===== src/rtl/master_out_port_pkg.sv =====
// Shared bus definitions for the master-side serialiser: widths, mode encoding
// and the transmit FSM state encoding.
package master_out_port_pkg;

    localparam int ADDR_W  = 12;
    localparam int DATA_W  = 8;
    localparam int BURST_W = 13;

    // Bit counter width covers max(ADDR_W, DATA_W) positions.
    localparam int CNT_W = 4;

    localparam logic MODE_READ  = 1'b0;
    localparam logic MODE_WRITE = 1'b1;

    typedef enum logic [2:0] {
        ST_IDLE       = 3'd0,
        ST_WAIT_READY = 3'd1,
        ST_SEND_ADDR  = 3'd2,
        ST_LOAD_DATA  = 3'd3,
        ST_SEND_DATA  = 3'd4,
        ST_DONE       = 3'd5
    } mop_state_e;

    // A zero-length request still moves one beat.
    function automatic logic [BURST_W-1:0] map_burst(input logic [BURST_W-1:0] len);
        return (len == '0) ? BURST_W'(1) : len;
    endfunction

endpackage


===== src/rtl/master_out_port_if.sv =====
// Core-request and slave-facing signals of the master output port, bundled
// with a master view (the port itself) and a slave view (core/slave side).
interface master_out_port_if;
    import master_out_port_pkg::*;

    logic               start;
    logic               mode;
    logic [ADDR_W-1:0]  addr_in;
    logic [BURST_W-1:0] burst_len;
    logic [DATA_W-1:0]  data_in;
    logic               slave_ready;

    logic               tx_addr;
    logic               tx_data;
    logic               master_valid;
    logic               read_en;
    logic               write_en;
    logic [BURST_W-1:0] burst;
    logic               data_req;
    logic               busy;
    logic               done;

    modport master (
        input  start, mode, addr_in, burst_len, data_in, slave_ready,
        output tx_addr, tx_data, master_valid, read_en, write_en, burst,
               data_req, busy, done
    );

    modport slave (
        output start, mode, addr_in, burst_len, data_in, slave_ready,
        input  tx_addr, tx_data, master_valid, read_en, write_en, burst,
               data_req, busy, done
    );

endinterface


===== src/rtl/master_out_port_piso_shift.sv =====
// Parallel-in serial-out shift register, LSB first. Load wins over shift.
module piso_shift #(
    parameter int WIDTH = 8
) (
    input  logic             clk,
    input  logic             reset,
    input  logic             load,
    input  logic             shift_en,
    input  logic [WIDTH-1:0] par_in,
    output logic             ser_out
);

    logic [WIDTH-1:0] sr;

    always_ff @(posedge clk) begin
        if (reset) begin
            sr <= '0;
        end else if (load) begin
            sr <= par_in;
        end else if (shift_en) begin
            sr <= {1'b0, sr[WIDTH-1:1]};
        end
    end

    assign ser_out = sr[0];

endmodule


===== src/rtl/master_out_port.sv =====
// Master-side bus serialiser: handshakes with the slave, then shifts the
// address and (for writes) each data beat out LSB-first, one bit per clk.
//
// state         | meaning
// --------------+--------------------------------------------------------
// ST_IDLE       | waiting for start; request fields captured on start
// ST_WAIT_READY | master_valid up, waiting for slave_ready (no timeout)
// ST_SEND_ADDR  | ADDR_W cycles of tx_addr, LSB first
// ST_LOAD_DATA  | one-cycle FIFO pop (data_req), also the inter-beat gap
// ST_SEND_DATA  | DATA_W cycles of tx_data, LSB first
// ST_DONE       | one-cycle done pulse, qualifiers already dropped
module master_out_port #(
    parameter int ADDR_W  = master_out_port_pkg::ADDR_W,
    parameter int DATA_W  = master_out_port_pkg::DATA_W,
    parameter int BURST_W = master_out_port_pkg::BURST_W
) (
    input  logic            clk,
    input  logic            reset,
    master_out_port_if.master bus
);
    import master_out_port_pkg::*;

    localparam int SHIFT_MAX = (ADDR_W > DATA_W) ? ADDR_W : DATA_W;

    mop_state_e         state;
    logic               mode_q;
    logic [CNT_W-1:0]   bit_cnt;
    logic [BURST_W-1:0] beat_cnt;
    logic [BURST_W-1:0] burst_q;
    logic               valid_q;
    logic               rd_q;
    logic               wr_q;
    logic               req_q;
    logic               busy_q;
    logic               done_q;
    logic               addr_sh;
    logic               data_sh;

    logic               addr_ser;
    logic               data_ser;
    logic               addr_load;
    logic               data_load;
    logic               last_addr_bit;
    logic               last_data_bit;
    logic [CNT_W-1:0]   bit_cnt_inc;

    assign addr_load     = (state == ST_IDLE) && bus.start;
    assign data_load     = (state == ST_LOAD_DATA);
    assign last_addr_bit = (bit_cnt == CNT_W'(ADDR_W - 1));
    assign last_data_bit = (bit_cnt == CNT_W'(DATA_W - 1));
    assign bit_cnt_inc   = (bit_cnt == CNT_W'(SHIFT_MAX - 1)) ? bit_cnt
                                                              : bit_cnt + CNT_W'(1);

    piso_shift #(.WIDTH(ADDR_W)) u_addr_sr (
        .clk      (clk),
        .reset    (reset),
        .load     (addr_load),
        .shift_en (addr_sh),
        .par_in   (bus.addr_in),
        .ser_out  (addr_ser)
    );

    piso_shift #(.WIDTH(DATA_W)) u_data_sr (
        .clk      (clk),
        .reset    (reset),
        .load     (data_load),
        .shift_en (data_sh),
        .par_in   (bus.data_in),
        .ser_out  (data_ser)
    );

    always_ff @(posedge clk) begin
        if (reset) begin
            state    <= ST_IDLE;
            mode_q   <= MODE_READ;
            bit_cnt  <= '0;
            beat_cnt <= '0;
            burst_q  <= '0;
            valid_q  <= 1'b0;
            rd_q     <= 1'b0;
            wr_q     <= 1'b0;
            req_q    <= 1'b0;
            busy_q   <= 1'b0;
            done_q   <= 1'b0;
            addr_sh  <= 1'b0;
            data_sh  <= 1'b0;
        end else begin
            req_q  <= 1'b0;
            done_q <= 1'b0;
            case (state)
                ST_IDLE: begin
                    if (bus.start) begin
                        mode_q   <= bus.mode;
                        burst_q  <= map_burst(bus.burst_len);
                        beat_cnt <= map_burst(bus.burst_len);
                        valid_q  <= 1'b1;
                        rd_q     <= (bus.mode == MODE_READ);
                        wr_q     <= (bus.mode == MODE_WRITE);
                        busy_q   <= 1'b1;
                        state    <= ST_WAIT_READY;
                    end
                end
                ST_WAIT_READY: begin
                    if (bus.slave_ready) begin
                        bit_cnt <= '0;
                        addr_sh <= 1'b1;
                        state   <= ST_SEND_ADDR;
                    end
                end
                ST_SEND_ADDR: begin
                    if (last_addr_bit) begin
                        bit_cnt <= '0;
                        addr_sh <= 1'b0;
                        if (mode_q == MODE_WRITE) begin
                            req_q <= 1'b1;
                            state <= ST_LOAD_DATA;
                        end else begin
                            done_q  <= 1'b1;
                            valid_q <= 1'b0;
                            rd_q    <= 1'b0;
                            wr_q    <= 1'b0;
                            burst_q <= '0;
                            state   <= ST_DONE;
                        end
                    end else begin
                        bit_cnt <= bit_cnt_inc;
                    end
                end
                ST_LOAD_DATA: begin
                    bit_cnt <= '0;
                    data_sh <= 1'b1;
                    state   <= ST_SEND_DATA;
                end
                ST_SEND_DATA: begin
                    if (last_data_bit) begin
                        bit_cnt  <= '0;
                        data_sh  <= 1'b0;
                        beat_cnt <= beat_cnt - BURST_W'(1);
                        // beat_cnt still holds the pre-decrement count here
                        if (beat_cnt == BURST_W'(1)) begin
                            done_q  <= 1'b1;
                            valid_q <= 1'b0;
                            rd_q    <= 1'b0;
                            wr_q    <= 1'b0;
                            burst_q <= '0;
                            state   <= ST_DONE;
                        end else begin
                            req_q <= 1'b1;
                            state <= ST_LOAD_DATA;
                        end
                    end else begin
                        bit_cnt <= bit_cnt_inc;
                    end
                end
                ST_DONE: begin
                    busy_q <= 1'b0;
                    state  <= ST_IDLE;
                end
                default: begin
                    state <= ST_IDLE;
                end
            endcase
        end
    end

    // Shift flags are registered, so the lines are forced low between shifts.
    assign bus.tx_addr      = addr_sh & addr_ser;
    assign bus.tx_data      = data_sh & data_ser;
    assign bus.master_valid = valid_q;
    assign bus.read_en      = rd_q;
    assign bus.write_en     = wr_q;
    assign bus.burst        = burst_q;
    assign bus.data_req     = req_q;
    assign bus.busy         = busy_q;
    assign bus.done         = done_q;

endmodule

===== src/flat_wrapper.sv =====
// flat-port wrapper written by rule: the top's interface ports become plain ports
module master_out_port_flat import master_out_port_pkg::*;
#(
    parameter int ADDR_W  = master_out_port_pkg::ADDR_W,
    parameter int DATA_W  = master_out_port_pkg::DATA_W,
    parameter int BURST_W = master_out_port_pkg::BURST_W
)
  (clk, reset, bus_start, bus_mode, bus_addr_in, bus_burst_len, bus_data_in, bus_slave_ready, bus_tx_addr, bus_tx_data, bus_master_valid, bus_read_en, bus_write_en, bus_burst, bus_data_req, bus_busy, bus_done);
  master_out_port_if bus_i ();
  input  logic clk;
  input  logic reset;
  input wire logic [$bits(bus_i.start)-1:0] bus_start;
  input wire logic [$bits(bus_i.mode)-1:0] bus_mode;
  input wire logic [$bits(bus_i.addr_in)-1:0] bus_addr_in;
  input wire logic [$bits(bus_i.burst_len)-1:0] bus_burst_len;
  input wire logic [$bits(bus_i.data_in)-1:0] bus_data_in;
  input wire logic [$bits(bus_i.slave_ready)-1:0] bus_slave_ready;
  output wire logic [$bits(bus_i.tx_addr)-1:0] bus_tx_addr;
  output wire logic [$bits(bus_i.tx_data)-1:0] bus_tx_data;
  output wire logic [$bits(bus_i.master_valid)-1:0] bus_master_valid;
  output wire logic [$bits(bus_i.read_en)-1:0] bus_read_en;
  output wire logic [$bits(bus_i.write_en)-1:0] bus_write_en;
  output wire logic [$bits(bus_i.burst)-1:0] bus_burst;
  output wire logic [$bits(bus_i.data_req)-1:0] bus_data_req;
  output wire logic [$bits(bus_i.busy)-1:0] bus_busy;
  output wire logic [$bits(bus_i.done)-1:0] bus_done;
  assign bus_i.start = bus_start;
  assign bus_i.mode = bus_mode;
  assign bus_i.addr_in = bus_addr_in;
  assign bus_i.burst_len = bus_burst_len;
  assign bus_i.data_in = bus_data_in;
  assign bus_i.slave_ready = bus_slave_ready;
  assign bus_tx_addr = bus_i.tx_addr;
  assign bus_tx_data = bus_i.tx_data;
  assign bus_master_valid = bus_i.master_valid;
  assign bus_read_en = bus_i.read_en;
  assign bus_write_en = bus_i.write_en;
  assign bus_burst = bus_i.burst;
  assign bus_data_req = bus_i.data_req;
  assign bus_busy = bus_i.busy;
  assign bus_done = bus_i.done;
  master_out_port #(.ADDR_W(ADDR_W), .DATA_W(DATA_W), .BURST_W(BURST_W)) u_core (.clk(clk), .reset(reset), .bus(bus_i));
endmodule

===== config.mk =====
export PLATFORM = sky130hd
export DESIGN_NAME = master_out_port_flat
export DESIGN_NICKNAME = d
export VERILOG_FILES = /design/src/rtl/master_out_port_pkg.sv /design/src/rtl/master_out_port_if.sv /design/src/rtl/master_out_port_piso_shift.sv /design/src/rtl/master_out_port.sv /design/src/flat_wrapper.sv
export SDC_FILE = /design/constraint.sdc
export NUM_CORES = 1
export LEC_CHECK = 0
export CORE_ASPECT_RATIO = 0.9
export CORE_MARGIN = 5
export CORE_UTILIZATION = 40
export DETAILED_ROUTE_END_ITERATION = 6
export GPL_ROUTABILITY_DRIVEN = 0
export MAX_ROUTING_LAYER = met4
export PLACE_DENSITY = 0.66
export SLEW_MARGIN = 20
export SYNTH_ARGS = -nofsm -noshare
export SYNTH_HDL_FRONTEND = slang
export SYNTH_HIERARCHICAL = 1
export SYNTH_SLANG_ARGS = --single-unit
export TNS_END_PERCENT = 10

===== constraint.sdc =====
create_clock -name clk -period 2.1 [get_ports clk]
set_clock_uncertainty 0.15 [all_clocks]
set_input_delay 0.315 -clock clk [delete_from_list [all_inputs] [get_ports clk]]
set_output_delay 0.315 -clock clk [all_outputs]
set_load 0.02 [all_outputs]

==> run metrics <==
Worst VDD drop=0.5510 mV; met3 Track Usage GR=0.05484; Post-CTS Setup Bufs=0; die width=105.0 um; Setup crit end kind=register; FF-to-FF Start=u_core/beat_cnt[0]; M1 GR Usage=0.2191; Max-Cap Viols=0; Hold Startpoint=reset; largest net degree at the start of global routing=between 40 and 50; post-layout min period=1.932 ns; syn avg cell area=8.728 um^2; YS warnings=6; Starting Density=0.4064; total power=4.922 mW; share of the synthesized area in the top cell type=0.3823; GR Util met2=0.2862; first-pass GRT wire length=14.03 mm; Skew-Pair Late Insertion Delay=0.34 ns; port bufs=58; Die Ht=95.47 um; initial antenna violation count=0; cell with the most instances after synthesis=dfxtp_1; Mapped Nets=414; grt ovf=0; number of DRC markers in iteration 0=around 150; clock sink count=62; most common library cells after synthesis=dfxtp_1 (62), nand2_1 (41), a21oi_1 (25); worst hold-check path type=input pin to register; placement row count=31; clk root buf=clkbuf_8; Inserted Diodes=0; global route hottest layer=met2; Yosys reg bits=62; Ports=59; DRC viols=0; fin crit share=0.9200; Core Area=about 8000 um^2; Final Hold Vio Count=0; # hold bufs at CTS=0; Final setup viols=0; Crit path arrival time=between 2 and 2.5 ns; Global Route Usage Sum=0.1777; vias in the first global route=2,914; Synth Cell Area=3247 um^2; fin nets=roughly 480; Yosys top cell by area=dfxtp_1; RSZ-0062 raised after global routing=false; wire per inst=15.28 um; vias=3,001; worst slew pin tran=0.4276 ns; number of fill cells=about 750; Crit. Startpoint=u_core/beat_cnt[0]; die area=about 10,000 um^2; Layout area overhead=30.29%; type of origin of the critical path=register; clock buffer depth=2; drt pass-1 iters=4; Routed Antenna Nets=0; Slew HR=0.7146; CTS tree=done; critical-path maximum fanout=16; setup_tns=0 ns; cts bufs inserted=9; critical path class=register to register; async set-reset flop share out of synthesis=0; count of different cell masters after synthesis=59; Syn Inst Count=372; Seq/Total Area, Yosys=0.3823; WP data required=2.17 ns; commonest register cell after synthesis=dfxtp_1; number of vias per cell=5.496; top post-synthesis cells by area=dfxtp_1 (38%), mux2i_1 (6.2%), nand2_1 (4.7%), a211oi_2 (3.9%), a21oi_1 (3.9%); placed wire-length estimate=5.982 mm; Clk pin slew, worst setup/hold paths=0.07 ns; P_leak=1.501 nW; fmax=0.5176 GHz; number of enable flip-flop cells after synthesis=0; Final Util=0.5294; status=complete, no violations; layout cells sized above 1=0.1499; Pwr Density=1164 nW/um^2; Resize count post-CTS=0; Post-Route WL=approximately 8.3 mm; Slew Viols, Final=0; H-Tree Depth=3
[routing by layer]
metal  share of wire  wire length (um)
met5               0                 0
met4          0.0089                74
met1            0.48              3984
met2            0.47              3931
met3           0.042               350
[sequential cells by signal (all words and copies together), names as in the netlist, 3 cells and up]
name and flops:
u_core/beat_cnt 13, u_core/bit_cnt 4, u_core/bus.burst 13, u_core/state 3
u_core/u_addr_sr/sr 12, u_core/u_data_sr/sr 8
[cell families (layout without fill, tap and decap cells)]
family / Yosys count / after routing / share of synthesized area
AOI/OAI and AO/OA: 110 / 110 / 0.2351
xor gates and xnor gates: 1 / 1 / 0.002698
adders and majority gates: 4 / 4 / 0.01541
buffers and inverters: 36 / 111 / 0.05511
DFF: 62 / 62 / 0.3823
muxes: 20 / 20 / 0.06166
and+or+nand+nor: 139 / 139 / 0.2478
[power breakdown]
part           leakage [nW]  internal [mW]  switching (mW)
clock                0.0893          0.460           0.474
sequential            0.508           1.49           0.279
combinational         0.904           1.08            1.14
[cell usage in the layout (no fill, tap or decap), types with 13 or more instances in the layout]
master            n
mux2i_1          20
nor2_1           18
a21oi_1          25
dfxtp_1          62
clkdlybuf4s50_1  57
nand3_1          14
nor2b_1          19
o21ai_0          13
buf_4            22
nand2_1          41
[layout make-up]
class / count / area [um^2] / share of cell area
Clock buffer: 11 / 141.4 / 0.03342
Clock inverter: 5 / 35.03 / 0.008282
Inverter: 12 / 48.80 / 0.01154
Multi-Input combinational cell: 274 / 1839 / 0.4348
Sequential cell: 62 / 1241 / 0.2934
Tap cell: 99 / 123.9 / 0.02928
Timing Repair Buffer: 83 / 800.8 / 0.1893
[stage by stage]
stage | hold WS, ns | instances | instance area (um^2) | worst slack [ns]
detailed placement | 0.2913 | 530 | 4038 | 0.08532
finish | 0.2002 | 546 | 4230 | 0.1681
global route | 0.1961 | 546 | 4230 | 0.02686
global placement | 0.2927 | 530 | 4038 | 0.1116
floorplan | 0.2296 | 372 | 3247 | 0.2642
CTS | 0.1833 | 546 | 4214 | 0.1459
[worst paths after layout]
check / endpoint / slack [ns] / cells past startpoint
hold reg to reg: u_core/bus.burst[8] / 0.31 / 2
setup reg to reg: u_core/bus.burst[1] / 0.17 / 6
setup / recovery: u_core/bus.burst[1] / 0.17 / 6
hold / removal: u_core/bit_cnt[2] / 0.20 / 2
[worst max-delay path: stages, from the launching register on]
cell,delay (ns)
dfxtp_1,0.41
ha_1,0.17
nor3b_1,0.24
nand4_2,0.24
a211oi_4,0.34
buf_12,0.18
o21ai_0,0.09
No activity file was read; power rests on OpenSTA's default activity.
